File: src/rtl/riscv_pkg.sv
// Shared RV32I definitions: opcodes, the canonical NOP, default reset vector
// and the fetch-stage state encoding.
package riscv_pkg;

  localparam logic [6:0] OPC_RTYPE  = 7'b0110011;
  localparam logic [6:0] OPC_LOAD   = 7'b0000011;
  localparam logic [6:0] OPC_STORE  = 7'b0100011;
  localparam logic [6:0] OPC_BRANCH = 7'b1100011;
  localparam logic [6:0] OPC_OPIMM  = 7'b0010011;

  localparam logic [31:0] NOP_INSTR        = 32'h0000_0013;
  localparam logic [31:0] DEFAULT_RESET_PC = 32'h0000_0000;

  typedef enum logic [1:0] {
    FETCH = 2'd0,
    WAIT  = 2'd1,
    HOLD  = 2'd2,
    DRAIN = 2'd3
  } fetch_state_e;

  // Instruction addresses are always word aligned; low bits are dropped.
  function automatic logic [31:0] wordAlign(input logic [31:0] addr);
    return addr & 32'hFFFF_FFFC;
  endfunction

endpackage

File: src/rtl/instruction_fetch_if.sv
// Fetch-stage signal bundle: instruction-memory handshake, EX redirect,
// hazard stall and the IF/ID register outputs.
interface instruction_fetch_if #(
  parameter int XLEN = 32
);

  logic            imem_req;
  logic [XLEN-1:0] imem_addr;
  logic            imem_ready;
  logic            imem_rvalid;
  logic [XLEN-1:0] imem_rdata;

  logic            branch_taken;
  logic [XLEN-1:0] branch_target;
  logic            stall;

  logic            ifid_valid;
  logic [XLEN-1:0] ifid_pc;
  logic [XLEN-1:0] ifid_instr;
  logic [6:0]      ifid_opcode;

  modport master (
    output imem_req, imem_addr,
    input  imem_ready, imem_rvalid, imem_rdata,
    input  branch_taken, branch_target, stall,
    output ifid_valid, ifid_pc, ifid_instr, ifid_opcode
  );

  modport slave (
    input  imem_req, imem_addr,
    output imem_ready, imem_rvalid, imem_rdata,
    output branch_taken, branch_target, stall,
    input  ifid_valid, ifid_pc, ifid_instr, ifid_opcode
  );

endinterface

File: src/rtl/instruction_fetch.sv
// RV32I fetch stage: PC, single-outstanding imem handshake, one-entry hold
// buffer for responses arriving under stall, and the IF/ID pipeline register.
module instruction_fetch
  import riscv_pkg::*;
#(
  parameter int              XLEN     = 32,
  parameter logic [XLEN-1:0] RESET_PC = DEFAULT_RESET_PC
) (
  input  logic                clk,
  input  logic                rst,
  instruction_fetch_if.master bus
);

  fetch_state_e    r_state;
  logic [XLEN-1:0] r_pc;
  logic [XLEN-1:0] r_fetchPc;
  logic            r_imemReq;

  logic            r_holdValid;
  logic [XLEN-1:0] r_holdPc;
  logic [XLEN-1:0] r_holdInstr;

  logic            r_ifidValid;
  logic [XLEN-1:0] r_ifidPc;
  logic [XLEN-1:0] r_ifidInstr;

  logic [XLEN-1:0] w_redirectPc;
  logic [XLEN-1:0] w_pcNext;

  assign w_redirectPc = wordAlign(bus.branch_target);
  assign w_pcNext     = r_pc + XLEN'(4);

  // A redirect overrides stall and handshake; any response still in flight
  // for the old path is swallowed by DRAIN before the target is requested.
  always_ff @(posedge clk) begin
    if (rst) begin
      r_state     <= FETCH;
      r_pc        <= RESET_PC;
      r_fetchPc   <= RESET_PC;
      r_imemReq   <= 1'b1;
      r_holdValid <= 1'b0;
      r_holdPc    <= '0;
      r_holdInstr <= NOP_INSTR;
      r_ifidValid <= 1'b0;
      r_ifidPc    <= '0;
      r_ifidInstr <= NOP_INSTR;
    end else if (bus.branch_taken) begin
      r_pc        <= w_redirectPc;
      r_ifidValid <= 1'b0;
      r_holdValid <= 1'b0;
      case (r_state)
        FETCH: begin
          if (bus.imem_ready) begin
            r_state   <= DRAIN;
            r_imemReq <= 1'b0;
          end else begin
            r_state   <= FETCH;
            r_imemReq <= 1'b1;
          end
        end
        WAIT, DRAIN: begin
          if (bus.imem_rvalid) begin
            r_state   <= FETCH;
            r_imemReq <= 1'b1;
          end else begin
            r_state   <= DRAIN;
            r_imemReq <= 1'b0;
          end
        end
        default: begin
          r_state   <= FETCH;
          r_imemReq <= 1'b1;
        end
      endcase
    end else begin
      case (r_state)
        FETCH: begin
          if (!bus.stall) begin
            r_ifidValid <= 1'b0;
          end
          if (bus.imem_ready) begin
            r_fetchPc <= r_pc;
            r_state   <= WAIT;
            r_imemReq <= 1'b0;
          end
        end
        WAIT: begin
          if (bus.imem_rvalid && !bus.stall) begin
            r_ifidValid <= 1'b1;
            r_ifidPc    <= r_fetchPc;
            r_ifidInstr <= bus.imem_rdata;
            r_pc        <= w_pcNext;
            r_state     <= FETCH;
            r_imemReq   <= 1'b1;
          end else if (bus.imem_rvalid) begin
            r_holdValid <= 1'b1;
            r_holdPc    <= r_fetchPc;
            r_holdInstr <= bus.imem_rdata;
            r_state     <= HOLD;
          end else if (!bus.stall) begin
            r_ifidValid <= 1'b0;
          end
        end
        HOLD: begin
          if (!bus.stall) begin
            r_ifidValid <= r_holdValid;
            r_ifidPc    <= r_holdPc;
            r_ifidInstr <= r_holdInstr;
            r_holdValid <= 1'b0;
            r_pc        <= w_pcNext;
            r_state     <= FETCH;
            r_imemReq   <= 1'b1;
          end
        end
        DRAIN: begin
          if (!bus.stall) begin
            r_ifidValid <= 1'b0;
          end
          if (bus.imem_rvalid) begin
            r_state   <= FETCH;
            r_imemReq <= 1'b1;
          end
        end
        default: begin
          r_state   <= FETCH;
          r_imemReq <= 1'b1;
        end
      endcase
    end
  end

  assign bus.imem_req    = r_imemReq;
  assign bus.imem_addr   = r_pc;
  assign bus.ifid_valid  = r_ifidValid;
  assign bus.ifid_pc     = r_ifidPc;
  assign bus.ifid_instr  = r_ifidInstr;
  assign bus.ifid_opcode = r_ifidInstr[6:0];

endmodule

File: src/flat_wrapper.sv
// flat-port wrapper written by rule: the top's interface ports become plain ports
module instruction_fetch_flat import riscv_pkg::*;
#(
  parameter int              XLEN     = 32,
  parameter logic [XLEN-1:0] RESET_PC = DEFAULT_RESET_PC
)
  (clk, rst, bus_imem_req, bus_imem_addr, bus_imem_ready, bus_imem_rvalid, bus_imem_rdata, bus_branch_taken, bus_branch_target, bus_stall, bus_ifid_valid, bus_ifid_pc, bus_ifid_instr, bus_ifid_opcode);
  instruction_fetch_if #(.XLEN(XLEN)) bus_i ();
  input  logic clk;
  input  logic rst;
  output wire logic [$bits(bus_i.imem_req)-1:0] bus_imem_req;
  output wire logic [$bits(bus_i.imem_addr)-1:0] bus_imem_addr;
  input wire logic [$bits(bus_i.imem_ready)-1:0] bus_imem_ready;
  input wire logic [$bits(bus_i.imem_rvalid)-1:0] bus_imem_rvalid;
  input wire logic [$bits(bus_i.imem_rdata)-1:0] bus_imem_rdata;
  input wire logic [$bits(bus_i.branch_taken)-1:0] bus_branch_taken;
  input wire logic [$bits(bus_i.branch_target)-1:0] bus_branch_target;
  input wire logic [$bits(bus_i.stall)-1:0] bus_stall;
  output wire logic [$bits(bus_i.ifid_valid)-1:0] bus_ifid_valid;
  output wire logic [$bits(bus_i.ifid_pc)-1:0] bus_ifid_pc;
  output wire logic [$bits(bus_i.ifid_instr)-1:0] bus_ifid_instr;
  output wire logic [$bits(bus_i.ifid_opcode)-1:0] bus_ifid_opcode;
  assign bus_imem_req = bus_i.imem_req;
  assign bus_imem_addr = bus_i.imem_addr;
  assign bus_i.imem_ready = bus_imem_ready;
  assign bus_i.imem_rvalid = bus_imem_rvalid;
  assign bus_i.imem_rdata = bus_imem_rdata;
  assign bus_i.branch_taken = bus_branch_taken;
  assign bus_i.branch_target = bus_branch_target;
  assign bus_i.stall = bus_stall;
  assign bus_ifid_valid = bus_i.ifid_valid;
  assign bus_ifid_pc = bus_i.ifid_pc;
  assign bus_ifid_instr = bus_i.ifid_instr;
  assign bus_ifid_opcode = bus_i.ifid_opcode;
  instruction_fetch #(.XLEN(XLEN), .RESET_PC(RESET_PC)) u_core (.clk(clk), .rst(rst), .bus(bus_i));
endmodule
File: config.mk
export PLATFORM = sky130hd
export DESIGN_NAME = instruction_fetch_flat
export DESIGN_NICKNAME = d
export VERILOG_FILES = /design/src/rtl/riscv_pkg.sv /design/src/rtl/instruction_fetch_if.sv /design/src/rtl/instruction_fetch.sv /design/src/flat_wrapper.sv
export SDC_FILE = /design/constraint.sdc
export NUM_CORES = 1
export LEC_CHECK = 0
export BUFFER_PORTS_ARGS = -buffer_cell sky130_fd_sc_hd__buf_4
export CAP_MARGIN = 20
export CORE_ASPECT_RATIO = 0.6
export CORE_MARGIN = 2
export CORE_UTILIZATION = 59
export DETAILED_ROUTE_END_ITERATION = 7
export GPL_ROUTABILITY_DRIVEN = 1
export PLACE_DENSITY = 0.87
export SLEW_MARGIN = 20
export SYNTH_ARGS = -nofsm -noshare
export SYNTH_HDL_FRONTEND = slang
export SYNTH_SLANG_ARGS = --single-unit
File: constraint.sdc
create_clock -name clk -period 3.8 [get_ports clk]
set_input_delay 0.38 -clock clk [delete_from_list [all_inputs] [get_ports clk]]
set_output_delay 0.38 -clock clk [all_outputs]
set_load 0.02 [all_outputs]
# After elaboration in Yosys (flattened, before gate mapping)
# Index checks and enable logic that the tools add are counted.
# classes
n_addsub	1
reduce_logical	17
mux	37
eq_ne	13
n_bitwise	2
# op_table
op	count
32-bit 2-to-1 mux	7
32-bit case mux with 2 select lines	3
32-bit by 3-bit adder with 32-bit output, second input constant	1
4-bit AND reduction	5
2-bit 2-to-1 mux	8
1-bit 2-to-1 mux	13
3-bit inequality test, second input constant	3
3-bit AND reduction	3
2-bit case mux with 4 select lines	1
2-bit inequality test, second input constant	3
3-bit by 2-bit inequality test with 1-bit output, second input constant	2
2-bit OR reduction	3
2-bit equality test, second input constant	2
4-bit by 3-bit inequality test with 1-bit output, second input constant	1
1-bit case mux with 2 select lines	2
1-bit case mux with 4 select lines	1
2-bit case mux with 2 select lines	1
1-bit case mux with 3 select lines	1
3-bit nonzero test	1
2-bit by 1-bit equality test with 1-bit output, second input constant	1
2-bit zero test	1
2-bit by 1-bit inequality test with 1-bit output, second input constant	1
1-bit inverter	2
2-bit AND reduction	1
other kinds (3)	3
# totals
output_inout_bits	105
input_bits	70
wordCells	81
ff_bits	197

# Depth between registers and ports, before layout
# Gate-level depths: netlist (run 1).
# logic_depth
word_depth	5
mapped_depth	9
ltp_nobuf	6

# Worst setup path after synthesis (run 1)
# Ideal clock, no wire load.
# synth_path
path_kind	register to register
startpoint	reg u_core.r_state[0]
endpoint	reg u_core.r_pc[22], in the netlist u_core.bus.imem_addr[22]
t_arrival_ns	2.130
setup_time_ns	0.091
period_less_slack_ns	2.221
stages_incl_launch_ff	9
path_slack_ns	1.579
required_time_ns	3.709
n_path_buf	2
cell_sequence	dfxtp_1 > inv_1 > ha_1 > clkbuf_1 > mux2i_1 > or3_1 > buf_6 > or4_1 > a311oi_1
# synth_via
elab_chain_len	3
word_cells_on_any_way	8
cone_classes	4 x eq/ne; 2 x mux; 2 x reduce/logical
# synth_rtl
item	line_no	rtl
start: declaration	instruction_fetch.sv:14	fetch_state_e r_state;
start signal: assignment	instruction_fetch.sv:37	r_state <= FETCH;
start signal: assignment	instruction_fetch.sv:54	r_state <= DRAIN;
start signal: assignment	instruction_fetch.sv:57	r_state <= FETCH;
2-bit by 1-bit equality test with 1-bit output or 2-bit equality test (tied branches)	instruction_fetch.sv:76	case (r_state)
3-bit by 2-bit inequality test with 1-bit output (no line), or another cell as far along	--	
3-bit AND reduction (no line) or 32-bit 2-to-1 mux (tied branches)	--	
end signal: assignment	instruction_fetch.sv:48	r_pc <= w_redirectPc;
end signal: assignment	instruction_fetch.sv:92	r_pc <= w_pcNext;
end signal: assignment	instruction_fetch.sv:110	r_pc <= w_pcNext;
end: declaration	instruction_fetch.sv:15	logic [XLEN-1:0] r_pc;
# Parallel ways exist; a longest one is shown, timed or not.
# A chain may end at the register's enable or synchronous reset.

# Final worst setup path (run 1)
# layout_path
startpoint	reg u_core.r_state[1]
endpoint	reg u_core.r_pc[16], in the netlist u_core.bus.imem_addr[16]
# Same word-level chain as after synthesis.

==> impl_metrics.ini, run 1 <==
[worst_setup_path]
crit_arrival_ps = 2920
path_max_fanout = 16
startpoint_type = flip-flop
cp_cell_sequence = inv_1, ha_1, mux2i_1, buf_4, or3_1, or4_1, a311oi_1
endpoint_kind = flip-flop
cp_slowest_stage_delay_ps = 550
path_class = flip-flop to flip-flop
critPathSlowestCell = or3_1
cp.required_ps = 4140

[synth]
synthesis.area_um2 = 8210
synth_edf_count = 0
synth_flop_cell = dfxtp_1
async_flop_share_pct = 0
ys_ff_latch = 189
synth_seq_area_share_pct = 46.1
netlist_instances = 989
synthXorXnorAreaFrac_pct = 0.640
synthAdderAreaFrac_pct = 0.914
synth-compound-area-share_pct = 18.1
postSynthAreaPerCell_um2 = 8.30
muxShareOfSynthArea_pct = 7.68
synth_warnings = 0
synth_top_family_by_area = simple AND/OR/NAND/NOR gates
synth.distinct_cells = 58
yosys.area_share.simple_pct = 21.2

[route]
drt_drc_violations_left = 0
drt_iter0_drc = 768
dr.pass1.iters = 5
ant_nets = 0
drt-total-wl_mm = 21.3
wl_per_cell_um = 16.5
via_count = 7580
vias_per_cell = 5.88

[sta]
drv_slew = 0
tightest_slew_ps = 1020
period_share_pct = 68.1
slew_headroom_pct = 31.7
hold_viol = 0
fmax_mhz = 386
rsz0062_at_grt = false
setup_viol = 0
fin_ws_ps = 1210
tns_ps = 0
final.setup_skew_ps = 13.3
post-route-min-period_ps = 2590

[status]
status = completed

[clock_network]
cts-htree-levels = 4
cts_root_buf = clkbuf_16
clk_latency_ps = 430
cts_buffers = 17
cts_resized = 0
cts_hold_buf = 0
path_clk_slew_ps = 80
cts_max_path_buffers = 2
cts.sinks = 189
cts_setup_buffers = 0
cts_tree = built

[global_route]
antenna_found_initial = 0
gr-usage-all-layers_pct = 28.5
grt_max_degree = 119
grt_pass1_vias = 6697
overflow = 0
grt_pass1_wl_mm = 33.7

[placement]
port_buffers = 168
preCtsSetupSlack_ps = 1250
hpwl_mm = 14.1
gp_congestion = 0.947

[flow_run]
drv_cap = 0

[pwr]
total_power_mw = 4.86
peakVddDrop_v = 0.000296
powerDensity_nw_per_um2 = 486
p_leak_nw = 3.65

[die]
initial_core_util_pct = 60.3
rows = 33
dieHeight_um = 95.4
boundaryPins = 175
die_w_um = 156
dieArea_um2 = 14900
placeableCoreArea_um2 = 13600

[final_layout]
multiInputGateArea_um2 = 4030
insertedDiodeCount = 0
drive_gt1_share_pct = 19.8
fill_cells = 1011
area_growth_pct = 21.8
nets = 1177
area.sequential_um2 = 3780

[min_path]
hold_path.class = primary input to flip-flop
==> per-stage QoR <==
step           instance area [um^2]  instances  utilization (%)  hold slack, ps
5_1_grt                       10000       1289             73.4             168
3_5_place_dp                   9450       1257             69.3             447
4_1_cts                       10000       1289             73.4             155
6_report                      10000       1289             73.4             168
3_3_place_gp                   9450       1257             69.3             441
2_1_floorplan                  8220        992                -             436
==> state kept, by name, summed over array words and instances, names as in the netlist, named ones only <==
name / cells
u_core.bus.ifid_pc: 30
u_core.bus.ifid_instr: 32
u_core.r_holdInstr: 32
u_core.bus.imem_addr: 30
u_core.bus.imem_req: 1
u_core.r_holdPc: 30
u_core.r_state: 2
u_core.r_holdValid: 1
u_core.r_fetchPc: 30
==> worst paths after layout <==
check                                          from                        to  slack (ps)  cells after the start
worst max-delay path              u_core.r_state[1]  u_core.bus.imem_addr[16]        1210                      7
worst min-delay path              bus_imem_rdata[1]     u_core.r_holdInstr[1]         170                      3
worst max register to register    u_core.r_state[1]  u_core.bus.imem_addr[16]        1210                      7
worst min register to register  u_core.r_holdPc[31]       u_core.r_holdPc[31]         460                      2
==> worst max-delay path, delay by kind of cell, from the launching register on <==
| family | cells | cell delay (ps) |
|---|---|---|
| AO/OA/AOI/OAI | 1 | 250 |
| adder cells (fa/ha/maj) | 1 | 290 |
| buffers and inverters | 2 | 320 |
| flip-flops | 1 | 400 |
| multiplexers | 1 | 150 |
| AND/OR/NAND/NOR | 2 | 1100 |
==> Yosys cell counts, types with 6 or more instances <==
master	n	area, um^2
nand2_1	209	785
dfxtp_1	189	3780
a21oi_1	92	460
nor2_1	88	330
a211oi_1	69	518
clkbuf_1	69	259
mux2i_1	63	631
nand3_1	15	75.1
nand4_1	15	93.8
inv_1	13	48.8
o21ai_0	13	65.1
buf_4	11	82.6
a311oi_1	10	87.6
buf_1	9	33.8
or3_1	8	50.1
and4_1	7	61.3
nand2b_1	7	43.8
nor2b_1	7	43.8
ha_1	6	75.1
nor3_1	6	30.0
nor4_1	6	37.5
o31ai_1	6	45.0
or4_1	6	45.0
==> kinds of logic after synthesis <==
kind of cell / after synthesis
simple gates: 394
flops: 189
buf+inv: 104
fa+ha+maj: 6
mux: 63
other cells: 1
xor+xnor: 6
compound gates: 226
==> layout make-up <==
class	count	share of cell area [%]
flip-flops and latches	189	37.8
well taps	175	2.19
clock buffers	18	4.29
clock inverters	14	1.21
inverters	13	0.488
multi-input cells	699	40.3
repair buffers	181	13.7
==> power by group <==
group	total (mW)	leakage (nW)	internal (mW)	switching, mW
combinational	0.976	1.85	0.403	0.574
clock	1.68	0.272	0.863	0.819
sequential	2.20	1.54	2.10	0.105
total	4.86	3.65	3.36	1.50
==> cell usage in the layout (no fill, tap or decap), types with 6 or more instances in the layout <==
master	count
o31ai_1	6
clkbuf_16	17
nor2b_1	7
nor4_1	6
a211oi_1	69
or4_1	6
a21oi_1	92
nand3_1	15
buf_4	180
nand2_1	208
or3_1	8
mux2i_1	63
o21ai_0	13
dfxtp_1	189
nand2b_1	7
nand4_1	15
and4_1	7
inv_1	13
nor2_1	87
a311oi_1	10
==> metal layers <==
layer / share of wire [%] / up-vias / global-route usage [%]
met2: 44 / 355 / 42.0
met3: 9.4 / 31 / 5.91
met4: 1.3 / 0 / 9.17
li1: - / 3693 / -
met5: 0 / - / 0
met1: 46 / 3501 / 41.8
Note: power is estimated with default switching activity, not from simulation.
==> run 2: changes to the inputs <==
--- a/config.mk
+++ b/config.mk
@@ -5,14 +5,15 @@
 export SDC_FILE = /design/constraint.sdc
 export NUM_CORES = 1
 export LEC_CHECK = 0
+export ABC_AREA = 1
 export BUFFER_PORTS_ARGS = -buffer_cell sky130_fd_sc_hd__buf_4
 export CAP_MARGIN = 20
 export CORE_ASPECT_RATIO = 0.6
 export CORE_MARGIN = 2
-export CORE_UTILIZATION = 59
+export CORE_UTILIZATION = 49
 export DETAILED_ROUTE_END_ITERATION = 7
 export GPL_ROUTABILITY_DRIVEN = 1
-export PLACE_DENSITY = 0.87
+export PLACE_DENSITY = 0.78
 export SLEW_MARGIN = 20
 export SYNTH_ARGS = -nofsm -noshare
 export SYNTH_HDL_FRONTEND = slang
==> constraint.sdc (replaced) <==
create_clock -name clk -period 2.35 [get_ports clk]
set_input_delay 0.235 -clock clk [delete_from_list [all_inputs] [get_ports clk]]
set_output_delay 0.235 -clock clk [all_outputs]
set_load 0.02 [all_outputs]
==> run 2 against run 1 <==
Core utilization down 11 points. Critical path depth up 2. Maximum frequency up 24%. Register-to-register slack worse by 940 ps. Worst setup slack worse by 940 ps. Via count up 5.4%. Worst hold slack worse by 140 ps. Routed wire length up 6.8%. Synthesized cell count up 13%. Combinational power up 110%. Critical path type unchanged.
==> impl_metrics.ini, run 2 <==
[status]
status = completed

[route]
wl_met1_mm = 10.8
ant_nets = 0
vias_per_cell = 5.39
drt_iter0_drc = 784
top_layer_used = met4
drt_drc_violations_left = 0
wl_met3_mm = 1.90
wl_met2_mm = 9.76
dr.pass1.iters = 6
via_count = 7991
drt-total-wl_mm = 22.8
wl_per_cell_um = 15.4

[final_layout]
insertedDiodeCount = 0
final_util_pct = 62.0
mostFrequentLayoutCells = nand2_1, dfxtp_1, buf_4
fill_cells = 1462
area_growth_pct = 23.5
final_area_um2 = 10100
drive_gt1_share_pct = 18.6
final_common_cell = nand2_1
nets = 1318

[sta]
post-route-min-period_ps = 2080
final.setup_skew_ps = 13.8
setup_viol = 0
tightest_slew_ps = 761
period_share_pct = 88.6
hold_viol = 0
fmax_mhz = 480
slew_headroom_pct = 49.3
fin_ws_ps = 268
rsz0062_at_grt = false
drv_slew = 0
tns_ps = 0

[clock_network]
cts_setup_buffers = 0
cts_root_buf = clkbuf_16
cts-htree-levels = 4
path_clk_slew_ps = 80
cts_resized = 0
clk_latency_ps = 430
cts_buffers = 17
cts_hold_buf = 0
cts.sinks = 189
cts_tree = built
cts_max_path_buffers = 2

[worst_setup_path]
r2r_start = u_core.r_state[1]
cp-startpoint = u_core.r_state[1]
path_class = flip-flop to flip-flop
endpoint_kind = flip-flop
path_max_fanout = 35
rrSetupSlack_ps = 270
cp.required_ps = 2710
startpoint_type = flip-flop
crit_arrival_ps = 2440

[synth]
ys_ff_latch = 189
synth.distinct_cells = 31
synth.most_common_cell = nand2_1
async_flop_share_pct = 0
synth_flop_cell = dfxtp_1
netlist_instances = 1120
synth_edf_count = 0
synth_seq_area_share_pct = 46.4
synth.area.top_cells = dfxtp_1, nand2_1, o21ai_0
synth_top_cell_by_area = dfxtp_1
postSynthAreaPerCell_um2 = 7.29
netlist.area_leader.share_pct = 46.4
synthesis.area_um2 = 8160
synth_warnings = 0
synth_common_cells = nand2_1, dfxtp_1, o21ai_0

[die]
placeableCoreArea_um2 = 16300
initial_core_util_pct = 50.2
dieArea_um2 = 17700
die_w_um = 171
boundaryPins = 175
dieHeight_um = 104
rows = 36

[min_path]
min_from = bus_imem_rdata[1]
hold_path.class = primary input to flip-flop

[placement]
gp_congestion = 0.953
port_buffers = 168
preCtsSetupSlack_ps = 328
hpwl_mm = 14.9
placed_area_um2 = 9480

[global_route]
overflow = 0
antenna_found_initial = 0
grt_pass1_vias = 7352
gr-usage-all-layers_pct = 25.4
grt_max_degree = 162
grt_pass1_wl_mm = 36.7

[pwr]
powerDensity_nw_per_um2 = 873
p_leak_nw = 4.23
total_power_mw = 8.81
peakVddDrop_v = 0.000456

[flow_run]
drv_cap = 0
## run 2: worst max-delay path: stages (launching register included)
cell and delay (ps):
dfxtp_1 330, inv_1 130, ha_1 360, o21ai_2 130, a21oi_4 160, nand2_4 130
inv_4 110, buf_4 340, o21ai_0 130, a31oi_1 160
## run 2: per-stage QoR
step | hold WS [ps] | cells
floorplan | 361 | 1123
global placement | 430 | 1451
detailed placement | 437 | 1451
CTS | 23.2 | 1483
global route | 29.5 | 1483
finish | 31.7 | 1483
## run 2: worst paths after layout
| kind | endpoint | cells past startpoint |
|---|---|---|
| min reg2reg | u_core.r_holdInstr[0] | 2 |
| max reg2reg | u_core.bus.ifid_pc[6] | 9 |
| min | u_core.r_holdInstr[1] | 3 |
| max | u_core.bus.ifid_pc[6] | 9 |
## run 2: cell type report
type	count	area, um^2	share of cell area [%]
clock inverters	14	169	1.68
inverters	73	278	2.76
multi-input cells	776	3690	36.6
repair buffers	185	1450	14.4
clock buffers	18	429	4.26
flip-flops and latches	189	3780	37.5
well taps	228	285	2.83
## run 2: routing by layer
metal  up-vias  GRT usage, %
li1       3970             -
met5         -             0
met4         0          6.41
met1      3695          36.9
met2       300          38.3
met3        26          5.29
## run 2: logic make-up (layout without fill, tap and decap cells)
| family | count (synthesis) | count (layout) | share of synthesized area (%) |
|---|---|---|---|
| flops | 189 | 189 | 46.4 |
| other cells | 1 | 4 | 0.0459 |
| fa+ha+maj | 6 | 6 | 0.920 |
| simple gates | 412 | 412 | 20.1 |
| xor+xnor | 10 | 10 | 1.07 |
| compound gates | 344 | 344 | 22.8 |
| buf+inv | 158 | 290 | 8.75 |
## run 2: where the power goes
| part | leakage (nW) | internal (mW) | switching [mW] |
|---|---|---|---|
| clock | 0.293 | 1.53 | 1.40 |
| combinational | 2.39 | 0.776 | 1.28 |
| sequential | 1.54 | 3.55 | 0.268 |
| total | 4.23 | 5.86 | 2.95 |
